`src/rtl/uart_pkg.sv`:
```
// Shared UART definitions: receiver FSM state encoding and default frame timing.
// The transmitter also imports this package for BITS.
package uart_pkg;

  localparam int DEFAULT_BITS         = 8;
  localparam int DEFAULT_CLKS_PER_BIT = 5208;

  typedef enum logic [2:0] {
    IDLE    = 3'd0,
    START   = 3'd1,
    DATA    = 3'd2,
    STOP    = 3'd3,
    RECOVER = 3'd4
  } rx_state_e;

endpackage

```
`src/rtl/data_receive_if.sv`:
```
// Serial line plus received-byte handshake between the UART receiver and its consumer.
// The master modport belongs to the consumer side; the slave modport belongs to the receiver.
interface data_receive_if #(
  parameter int BITS = uart_pkg::DEFAULT_BITS
);

  logic            enable;
  logic            bit_in;
  logic            rx_ack;
  logic [BITS-1:0] data_i_bus;
  logic            rx_valid;
  logic            frame_err;
  logic            overrun;

  modport master (
    output enable, bit_in, rx_ack,
    input  data_i_bus, rx_valid, frame_err, overrun
  );

  modport slave (
    input  enable, bit_in, rx_ack,
    output data_i_bus, rx_valid, frame_err, overrun
  );

endinterface

```
`src/rtl/data_receive_bit_sync.sv`:
```
// Two-flop synchroniser for an asynchronous input whose idle level is high.
// The output resets to 1, so no false start edge is seen as reset is released.
module bit_sync (
  input  logic clk,
  input  logic rst,
  input  logic d_i,
  output logic q_o
);

  logic meta_q;
  logic sync_q;

  always_ff @(posedge clk) begin
    if (!rst) begin
      meta_q <= 1'b1;
      sync_q <= 1'b1;
    end else begin
      meta_q <= d_i;
      sync_q <= meta_q;
    end
  end

  assign q_o = sync_q;

endmodule

```
`src/rtl/data_receive.sv`:
```
// UART 8N1 receiver: bit timing is realigned on every start edge so that each bit
// is sampled mid-cell. Bytes are held behind a valid/ack handshake.
module data_receive
  import uart_pkg::*;
#(
  parameter int BITS         = DEFAULT_BITS,
  parameter int CLKS_PER_BIT = DEFAULT_CLKS_PER_BIT
) (
  input  logic           clk,
  input  logic           rst,
  data_receive_if.slave  rx
);

  localparam logic [12:0] HALF     = 13'((CLKS_PER_BIT - 1) / 2);
  localparam logic [12:0] CPB_LAST = 13'(CLKS_PER_BIT - 1);
  localparam logic [2:0]  BIT_LAST = 3'(BITS - 1);

  logic s_in;

  bit_sync u_sync (
    .clk (clk),
    .rst (rst),
    .d_i (rx.bit_in),
    .q_o (s_in)
  );

  rx_state_e       state_q,    state_d;
  logic [12:0]     counter_q,  counter_d;
  logic [2:0]      bitIdx_q,   bitIdx_d;
  logic [BITS-1:0] shiftReg_q, shiftReg_d;
  logic [BITS-1:0] data_q,     data_d;
  logic            valid_q,    valid_d;
  logic            ferr_q,     ferr_d;
  logic            overrun_q,  overrun_d;

  always_ff @(posedge clk) begin
    if (!rst) begin
      state_q    <= IDLE;
      counter_q  <= '0;
      bitIdx_q   <= '0;
      shiftReg_q <= '0;
      data_q     <= '0;
      valid_q    <= 1'b0;
      ferr_q     <= 1'b0;
      overrun_q  <= 1'b0;
    end else begin
      state_q    <= state_d;
      counter_q  <= counter_d;
      bitIdx_q   <= bitIdx_d;
      shiftReg_q <= shiftReg_d;
      data_q     <= data_d;
      valid_q    <= valid_d;
      ferr_q     <= ferr_d;
      overrun_q  <= overrun_d;
    end
  end

  always_comb begin
    state_d    = state_q;
    counter_d  = counter_q;
    bitIdx_d   = bitIdx_q;
    shiftReg_d = shiftReg_q;
    data_d     = data_q;
    valid_d    = valid_q;
    ferr_d     = 1'b0;
    overrun_d  = overrun_q;

    // The ack is applied first so that a byte completing in the same cycle wins.
    if (rx.rx_ack && valid_q) begin
      valid_d   = 1'b0;
      overrun_d = 1'b0;
    end

    unique case (state_q)
      IDLE: begin
        if (rx.enable && !s_in) begin
          state_d   = START;
          counter_d = '0;
        end
      end

      START: begin
        if (counter_q == HALF) begin
          counter_d = '0;
          bitIdx_d  = '0;
          state_d   = s_in ? IDLE : DATA;
        end else begin
          counter_d = counter_q + 13'd1;
        end
      end

      DATA: begin
        if (counter_q == CPB_LAST) begin
          counter_d  = '0;
          shiftReg_d = {s_in, shiftReg_q[BITS-1:1]};
          if (bitIdx_q == BIT_LAST) begin
            state_d = STOP;
          end else begin
            bitIdx_d = bitIdx_q + 3'd1;
          end
        end else begin
          counter_d = counter_q + 13'd1;
        end
      end

      STOP: begin
        if (counter_q == CPB_LAST) begin
          counter_d = '0;
          if (s_in) begin
            data_d  = shiftReg_q;
            valid_d = 1'b1;
            if (valid_q && !rx.rx_ack) begin
              overrun_d = 1'b1;
            end
            state_d = IDLE;
          end else begin
            ferr_d  = 1'b1;
            state_d = RECOVER;
          end
        end else begin
          counter_d = counter_q + 13'd1;
        end
      end

      RECOVER: begin
        if (s_in) begin
          state_d = IDLE;
        end
      end

      default: state_d = IDLE;
    endcase
  end

  assign rx.data_i_bus = data_q;
  assign rx.rx_valid   = valid_q;
  assign rx.frame_err  = ferr_q;
  assign rx.overrun    = overrun_q;

endmodule

```
`src/flat_wrapper.sv`:
```
// flat-port wrapper written by rule: the top's interface ports become plain ports
module data_receive_flat import uart_pkg::*;
#(
  parameter int BITS         = DEFAULT_BITS,
  parameter int CLKS_PER_BIT = DEFAULT_CLKS_PER_BIT
)
  (clk, rst, rx_enable, rx_bit_in, rx_rx_ack, rx_data_i_bus, rx_rx_valid, rx_frame_err, rx_overrun);
  data_receive_if #(.BITS(BITS)) rx_i ();
  input  logic clk;
  input  logic rst;
  input wire logic [$bits(rx_i.enable)-1:0] rx_enable;
  input wire logic [$bits(rx_i.bit_in)-1:0] rx_bit_in;
  input wire logic [$bits(rx_i.rx_ack)-1:0] rx_rx_ack;
  output wire logic [$bits(rx_i.data_i_bus)-1:0] rx_data_i_bus;
  output wire logic [$bits(rx_i.rx_valid)-1:0] rx_rx_valid;
  output wire logic [$bits(rx_i.frame_err)-1:0] rx_frame_err;
  output wire logic [$bits(rx_i.overrun)-1:0] rx_overrun;
  assign rx_i.enable = rx_enable;
  assign rx_i.bit_in = rx_bit_in;
  assign rx_i.rx_ack = rx_rx_ack;
  assign rx_data_i_bus = rx_i.data_i_bus;
  assign rx_rx_valid = rx_i.rx_valid;
  assign rx_frame_err = rx_i.frame_err;
  assign rx_overrun = rx_i.overrun;
  data_receive #(.BITS(BITS), .CLKS_PER_BIT(CLKS_PER_BIT)) u_core (.clk(clk), .rst(rst), .rx(rx_i));
endmodule
```
`config.mk`:
```
export PLATFORM = sky130hd
export DESIGN_NAME = data_receive_flat
export DESIGN_NICKNAME = d
export VERILOG_FILES = /design/src/rtl/uart_pkg.sv /design/src/rtl/data_receive_if.sv /design/src/rtl/data_receive_bit_sync.sv /design/src/rtl/data_receive.sv /design/src/flat_wrapper.sv
export SDC_FILE = /design/constraint.sdc
export NUM_CORES = 1
export LEC_CHECK = 0
export ABC_AREA = 1
export CAP_MARGIN = 0
export CORE_UTILIZATION = 40
export CTS_CLUSTER_DIAMETER = 150
export DETAILED_ROUTE_END_ITERATION = 10
export GPL_TIMING_DRIVEN = 0
export HOLD_SLACK_MARGIN = 0.03
export REMOVE_ABC_BUFFERS = 1
export SLEW_MARGIN = 20
export SYNTH_ARGS = -nofsm -noshare
export SYNTH_HDL_FRONTEND = slang
export SYNTH_SLANG_ARGS = --single-unit
```
`constraint.sdc`:
```
create_clock -name clk -period 1.7 [get_ports clk]
set_input_delay 0.255 -clock clk [delete_from_list [all_inputs] [get_ports clk]]
set_output_delay 0.255 -clock clk [all_outputs]
set_load 0.1 [all_outputs]
```
==> flow_metrics.env <==
export IMPL_ant_nets=0
export IMPL_worst_pin_slew_ns=1.02
export IMPL_drc=0
export IMPL_synth_seq_cells=40
export IMPL_grt_usage_pct=17.6
export IMPL_fin_setup_tns_ns=0
export IMPL_final_cell_count_no_fill=348
export IMPL_status="finished clean"
export IMPL_first_global_vias=1516
export IMPL_portBuffers=15
export IMPL_syn_inst=274
export IMPL_max_freq_mhz=627
export IMPL_end_kind="flip-flop"
export IMPL_core_sq_um=4470
export IMPL_arrival_ns=1.77
export IMPL_fin_ws_ns=0.106
export IMPL_die_y_um=71.4
export IMPL_cp_start_kind="flip-flop"
export IMPL_clockBufferDepth=2
export IMPL_synth_cell_types=28
export IMPL_clock_sinks=40
export IMPL_vias=1690
export IMPL_syn_to_final_growth_pct=18.7
export IMPL_maxCapViolCount=0
export IMPL_ys_seq_area_share_pct=41.6
export IMPL_synth_area_sq_um=1920
export IMPL_numCtsBuffers=5
export IMPL_cts_tree="yes"
export IMPL_grt_max_degree=30
export IMPL_relSlewSlack_pct=32.3
export IMPL_holdBufCountCts=0
export IMPL_hp_class="flip-flop to flip-flop"
export IMPL_p_leak_nw=0.977
export IMPL_grt_first_pass_wirelength_mm=6.96
export IMPL_drt_iter0_drc=45
export IMPL_vias_per_cell=4.86
export IMPL_post_drt_wl_per_cell_um=11.7
export IMPL_routabilityCongestion=0.833
export IMPL_power_density_nw_per_um2=968
export IMPL_firstDrtPassIters=4
export IMPL_preCtsSetupSlack_ns=-0.490
export IMPL_drt_wl_total_mm=4.09
export IMPL_criticalPathCategory="flip-flop to flip-flop"
export IMPL_crit_fanout=8
export IMPL_rows=24
export IMPL_dieArea_sq_um=5090
export IMPL_dieWidth_um=71.4
export IMPL_pin_count=16
export IMPL_setup_violations_final=0
export IMPL_finalInstanceArea_sq_um=2280
export IMPL_synth_avg_cell_area_sq_um=7.02
export IMPL_dp_cells=336
export IMPL_dp_hpwl_mm=2.82
export IMPL_placed_area_sq_um=2110
export IMPL_antenna_found_initial=0
export IMPL_grt_overflow_total=0
export IMPL_cp_required_ns=1.88
export IMPL_insertion_delay_ns=0.30
export IMPL_fin_crit_ns=1.59
export IMPL_drive_gt1_share_pct=17.2
export IMPL_final_cell_mix="nand2_1 (62), nor2_1 (58), dfxtp_1 (37)"
export IMPL_ir_worst_vdd_mv=0.526
export IMPL_fin_skew_ns=0.00525
export IMPL_final_max_slew_violation_count=0
export IMPL_clk_pin_slew_worst_paths_ns=0.08
export IMPL_n_antenna_cell=0
export IMPL_nNetsFinal=303
export IMPL_hold_viol_final=0
export IMPL_htree_levels=2
export IMPL_p_total_mw=2.21
export IMPL_start_util_pct=43.0
export IMPL_rsz0062_at_grt="no"
export IMPL_post_route_period_util_pct=93.8
export IMPL_cts_root_buffer="clkbuf_8"
export IMPL_yosys_warnings=0
export IMPL_final_common_cell="nand2_1"
## cell families after synthesis
group,synth area share (%)
AO/OA/AOI/OAI,11.2
XOR/XNOR,1.37
adder cells (fa/ha/maj),1.95
buffers and inverters,7.02
flip-flops,41.6
AND/OR/NAND/NOR,36.8
## worst max-delay path, stage by stage, from the launching register on
cell and delay [ns]:
dfxtp_2 0.38, ha_4 0.17, nand2_2 0.08, nor2_4 0.14, nand3_4 0.15, nand2_4 0.12, nand2_4 0.08, o21ai_4 0.26
nor2_1 0.09
## final cells by class
cell class                      instances  area (sq um)
Clock buffer                            6          82.6
Tap cell                               52          65.1
Sequential cell                        40           805
Multi-Input combinational cell        201          1010
Fill cell                             447          2190
Clock inverter                          2          15.0
Timing Repair Buffer                   19           200
Inverter                               28           105
## synthesized netlist by cell type
cell      instances  area (sq um)
nand2_1          64           240
nor2_1           58           218
dfxtp_1          40           801
o21ai_0          24           120
inv_1            23          86.3
nand3_1          12          60.1
a21oi_1           7          35.0
nand4_1           6          37.5
inv_2             5          18.8
nor2_2            4          25.0
clkbuf_1          3          11.3
ha_1              3          37.5
nor2_4            3          33.8
nor3_1            3          15.0
a21boi_0          2          15.0
nand2_4           2          22.5
nor3_2            2          20.0
or2_2             2          12.5
xor2_1            2          17.5
a21oi_4           1          16.3
and2_1            1          6.26
buf_4             1          7.51
buf_6             1          11.3
nand3_4           1          17.5
o21a_1            1          7.51
o21ai_4           1          16.3
o22ai_1           1          6.26
xnor2_1           1          8.76
## path summary, 6_finish.rpt
path                                            to  depth (start not counted)  slack (ns)                        startpoint
setup / recovery  u_core.counter_q[0]$_SDFFE_PN0P_                          8        0.11  u_core.counter_q[0]$_SDFFE_PN0P_
hold / removal        u_core.u_sync.q_o$_SDFF_PN1_                          1        0.42   u_core.u_sync.meta_q$_SDFF_PN1_
setup reg to reg  u_core.counter_q[0]$_SDFFE_PN0P_                          8        0.11  u_core.counter_q[0]$_SDFFE_PN0P_
hold reg to reg       u_core.u_sync.q_o$_SDFF_PN1_                          1        0.42   u_core.u_sync.meta_q$_SDFF_PN1_
## where the power goes
group          total (mW)  internal (mW)  switching (mW)
combinational       0.511          0.171           0.339
clock               0.671          0.328           0.343
sequential           1.03          0.976          0.0517
total                2.21           1.48           0.734
## metal layers
layer	wire length (um)	vias up	share of wire (%)	GRT usage, %
li1	-	908	-	-
met1	2180	761	53	23.9
met2	1760	19	43	26.3
met3	115	2	2.8	4.64
met4	34	0	0.83	7.33
met5	0	-	0	0
## what timing repair did
action / in CTS / in global routing
gates resized for setup: 37 / 7
pin swaps: 3 / 3
setup buffers: 2 / 2
endpoints found under the setup margin: 39 / 23
## sequential cells by signal, indices dropped and copies added (netlist names), named ones only
signal / count
u_core.u_sync.q_o: 1
u_core.state_q: 3
u_core.rx.data_i_bus: 8
u_core.counter_q: 13
u_core.rx.frame_err: 1
u_core.u_sync.meta_q: 1
u_core.shiftReg_q: 8
u_core.bitIdx_q: 3
u_core.rx.rx_valid: 1
## through the flow
stage / hold WS [ns] / utilization [%]
floorplan: 0.353 / -
global placement: 0.396 / 47.1
detailed placement: 0.397 / 47.1
CTS: 0.417 / 50.4
global route: 0.438 / 51.0
finish: 0.416 / 51.0
Note: power is estimated with default switching activity, not from simulation.
